[src/rtl/full_adder.sv]
// full_adder: registered, width-parameterised ripple-carry adder.
//
// Computes {cout, sum} = a + b + cin through an explicit chain of 1-bit
// full-adder cells and registers the result one clock after the operands
// are sampled with in_valid high.
//
// Optional feature (macro FULL_ADDER_OVF_EN): adds the registered ovf output,
// the two's-complement signed overflow flag (carry into MSB ^ carry out).
//
// Ports:
//   clk        rising-edge clock for all state
//   rst        synchronous active-high reset
//   in_valid   a/b/cin are valid this cycle
//   a, b       WIDTH-bit unsigned addends
//   cin        carry into bit 0
//   out_valid  sum/cout/zero (and ovf) hold a fresh result
//   sum        registered (a + b + cin) mod 2^WIDTH
//   cout       registered carry out of bit WIDTH-1
//   zero       registered flag, high when the registered sum is all zeros
//   ovf        (FULL_ADDER_OVF_EN only) registered signed overflow
module full_adder #(
  parameter int unsigned WIDTH = 1
) (
  input  logic             clk,
  input  logic             rst,
  input  logic             in_valid,
  input  logic [WIDTH-1:0] a,
  input  logic [WIDTH-1:0] b,
  input  logic             cin,
  output logic             out_valid,
  output logic [WIDTH-1:0] sum,
  output logic             cout,
  output logic             zero
`ifdef FULL_ADDER_OVF_EN
  ,
  output logic             ovf
`endif
);

  logic [WIDTH-1:0] s;
  logic             c_top;

  // Each cell keeps its own carry nets so the ripple chain is a set of
  // distinct signals rather than a self-referencing vector.
  for (genvar i = 0; i < WIDTH; i++) begin : g_cell
    logic ci;
    logic co;
    if (i == 0) begin : g_first
      assign ci = cin;
    end else begin : g_rest
      assign ci = g_cell[i-1].co;
    end
    assign s[i] = a[i] ^ b[i] ^ ci;
    assign co   = (a[i] & b[i]) | (a[i] & ci) | (b[i] & ci);
  end

  assign c_top = g_cell[WIDTH-1].co;

`ifdef FULL_ADDER_OVF_EN
  logic ovf_c;
  // Carry into the MSB; for WIDTH=1 this is cin itself.
  assign ovf_c = c_top ^ g_cell[WIDTH-1].ci;
`endif

  always_ff @(posedge clk) begin
    if (rst) begin
      out_valid <= 1'b0;
      sum       <= '0;
      cout      <= 1'b0;
      zero      <= 1'b0;
`ifdef FULL_ADDER_OVF_EN
      ovf       <= 1'b0;
`endif
    end else if (in_valid) begin
      out_valid <= 1'b1;
      sum       <= s;
      cout      <= c_top;
      zero      <= (s == '0);
`ifdef FULL_ADDER_OVF_EN
      ovf       <= ovf_c;
`endif
    end else begin
      // Idle: result registers hold, only the valid flag drops.
      out_valid <= 1'b0;
    end
  end

endmodule

[config.mk]
export PLATFORM = sky130hd
export DESIGN_NAME = full_adder
export DESIGN_NICKNAME = d
export VERILOG_FILES = /design/src/rtl/full_adder.sv
export SDC_FILE = /design/constraint.sdc
export NUM_CORES = 1
export LEC_CHECK = 0
export ABC_AREA = 1
export BUFFER_PORTS_ARGS = -buffer_cell sky130_fd_sc_hd__buf_2
export CAP_MARGIN = 20
export CORE_AREA = 2 2 39 41
export CTS_CLUSTER_DIAMETER = 150
export CTS_CLUSTER_SIZE = 28
export DETAILED_ROUTE_END_ITERATION = 7
export DIE_AREA = 0 0 41 43
export SLEW_MARGIN = 20
export SYNTH_ARGS = -nofsm -noshare
export SYNTH_HDL_FRONTEND = slang
export SYNTH_SLANG_ARGS = --single-unit
[constraint.sdc]
create_clock -name clk -period 1.8 [get_ports clk]
set_input_delay 0.18 -clock clk [delete_from_list [all_inputs] [get_ports clk]]
set_output_delay 0.18 -clock clk [all_outputs]
set_load 0.005 [all_outputs]
==> flow_metrics.py <==
metrics = {
    "outcome": {
        "status": "completed",
    },
    "yosys": {
        "syn-cell-area_um2": 156,
        "syn_area_per_cell_um2": 8.69,
        "postSynthCellCount": 18,
        "ys_types": 8,
        "yosysTopAreaCellShare_pct": 51.2,
        "yosysSeqAreaShare_pct": 51.2,
        "ys_ff_latch": 4,
        "syn_nets": 25,
        "yosys.area.top_type": "dfxtp_1",
        "yosysWarnings": 0,
        "synthTopCellsByArea": "dfxtp_1 51%, fa_1 13%, nor2_1 9.6%",
    },
    "sta": {
        "fin_crit_ns": 0.899,
        "setup_violations": 0,
        "fmax_ghz": 1.11,
        "slew_headroom_pct": 90.7,
        "rsz0062_at_grt": "false",
        "fin_crit_sh_pct": 50.0,
        "fin_worst_skew_ns": 0,
        "final_max_slew_viol_count": 0,
        "tns_ns": 0,
        "tightest_slew_ns": 0.138,
        "finalHoldViolCount": 0,
    },
    "worst_setup_path": {
        "worstPathRequired_ns": 1.97,
        "critical_path.slowest_cell": "fa_1",
        "crit_top_cell": "inv_1",
        "end_kind": "register",
        "start_kind": "primary input",
        "critPathKind": "primary input to register",
        "slowest_delay_ns": 0.54,
        "cp_max_fo": 2,
        "crit_arrival_ns": 1.07,
        "crit_chain": "buf_2 > fa_1 > inv_1 > nand2_1 > inv_1 > nor2_1",
    },
    "global_route": {
        "grt_usage_pct": 5.21,
        "grt_pass1_vias": 139,
        "antenna_found_initial": 0,
        "grt_overflow": 0,
        "grt_pass1_wl_um": 455,
        "grt_start_max_net_pins": 5,
    },
    "clocking": {
        "cts.clk_slew.worst_paths_ns": 0.04,
        "hold_buffers": 0,
        "htree_levels": 1,
        "cts_buffers": 3,
        "clockBufferDepth": 2,
        "clock_sinks": 4,
        "cts_resized": 0,
        "cts_tree": "done",
        "cts_root_buf": "clkbuf_4",
        "clock_latency_ns": 0.23,
        "post_cts_buffers": 0,
    },
    "floorplan": {
        "die_area_mm2": 0.00176,
        "dieWidth_um": 41,
        "die_h_um": 43,
        "start_util_pct": 11.3,
        "core_area_mm2": 0.00138,
        "io_pins": 10,
        "rows": 14,
    },
    "cells_and_area": {
        "fin_nets": 39,
        "area_growth_pct": 56.0,
        "finalNonFillerCells": 46,
        "drive_gt1_share_pct": 46.7,
        "diodes": 0,
    },
    "drt": {
        "drc": 0,
        "wire_per_inst_um": 7.20,
        "drt-pass1-iter-count": 4,
        "vias": 151,
        "ant_nets": 0,
        "initialDrtViolationCount": 2,
        "routed_wl_um": 331,
        "viasPerCell": 3.28,
    },
    "placed_design": {
        "gp_congestion": 0.547,
        "place_inst": 43,
        "io_buffers": 9,
        "dpl.hpwl_um": 268,
    },
    "power_and_ir_drop": {
        "power_density_mw_per_mm2": 969,
        "power.static_leakage_uw": 0.000132,
        "max-vdd-ir-drop_mv": 0.134,
    },
    "run": {
        "cap_violations": 0,
    },
    "hold_path": {
        "hold_class": "primary input to register",
    },
}
==> cells in the final DEF, fill, tap and decap left out <==
master    netlist  routed
o21ai_0         2       2
fa_1            1       1
dfxtp_1         4       4
inv_1           3       3
nand2_1         2       2
buf_2           0       9
inv_2           1       1
clkbuf_4        0       3
a21oi_2         1       1
nor2_1          4       4
==> area by class of cell <==
cell class                 instances  area [um2]
multi-input combinational         10        61.3
fill                             164        1140
timing repair buffer               9        45.0
clock buffer                       3        22.5
inverter                           4        15.0
tap                               16        20.0
sequential                         4        80.1
==> logic make-up after synthesis <==
logic type / after synthesis / share of synthesized area [%]
simple gates: 6 / 14.4
flops: 4 / 51.2
buf+inv: 4 / 9.60
compound gates: 3 / 12.0
fa+ha+maj: 1 / 12.8
==> per-stage QoR <==
step | setup slack, ns | cell area (um2) | total power [uW] | utilization [%] | hold WS [ns]
6_report | 0.901 | 244 | 236 | 17.6 | 0.136
5_1_grt | 0.869 | 244 | 261 | 17.6 | 0.123
4_1_cts | 0.904 | 244 | 245 | 17.6 | 0.126
3_5_place_dp | 0.673 | 221 | 130 | 16.0 | 0.377
3_3_place_gp | 0.685 | 221 | 130 | 16.0 | 0.380
2_1_floorplan | 0.822 | 156 | 113 | - | 0.242
==> synth_stat cells (all sizes together) <==
master / instances
dfxtp: 4
inv: 4
a21oi: 1
nand2: 2
fa: 1
nor2: 4
o21ai: 2
==> final timing paths <==
| check | start | to | slack [ns] | cells after the start |
|---|---|---|---|---|
| max reg2reg | sum$_SDFFE_PP0P_ | sum$_SDFFE_PP0P_ | 1.20 | 2 |
| min | rst | zero$_SDFFE_PP0P_ | 0.14 | 2 |
| min reg2reg | zero$_SDFFE_PP0P_ | zero$_SDFFE_PP0P_ | 0.47 | 2 |
| max | a | sum$_SDFFE_PP0P_ | 0.90 | 6 |
==> registers in the layout, summed over array words and instances, names as in the netlist <==
signal	flops
cout	1
out_valid	1
sum	1
zero	1
==> per-layer routing <==
| metal | track usage, % | share of wire, % | up-vias | routed length (um) |
|---|---|---|---|---|
| met2 | 5.94 | 42 | 10 | 139 |
| met4 | 14.0 | 5.7 | 0 | 19 |
| met3 | 1.57 | 17 | 2 | 57 |
| met5 | 0 | 0 | - | 0 |
| met1 | 2.88 | 34 | 61 | 114 |
| li1 | - | - | 78 | - |
==> critical path: cells and delay by family <==
family | cells | cell delay [ns]
AND/OR/NAND/NOR | 2 | 0.16
adder cells (fa/ha/maj) | 1 | 0.54
buffers and inverters | 3 | 0.19
==> power breakdown <==
| group | total, uW | leakage [uW] | internal (uW) | switching [uW] |
|---|---|---|---|---|
| logic | 30.2 | 0.0000849 | 14.7 | 15.4 |
| clock network | 108 | 0.0000138 | 74.3 | 33.5 |
| registers | 98.3 | 0.0000332 | 96.0 | 2.32 |
| total | 236 | 0.000132 | 185 | 51.3 |
Note: power is estimated with default switching activity, not from simulation.
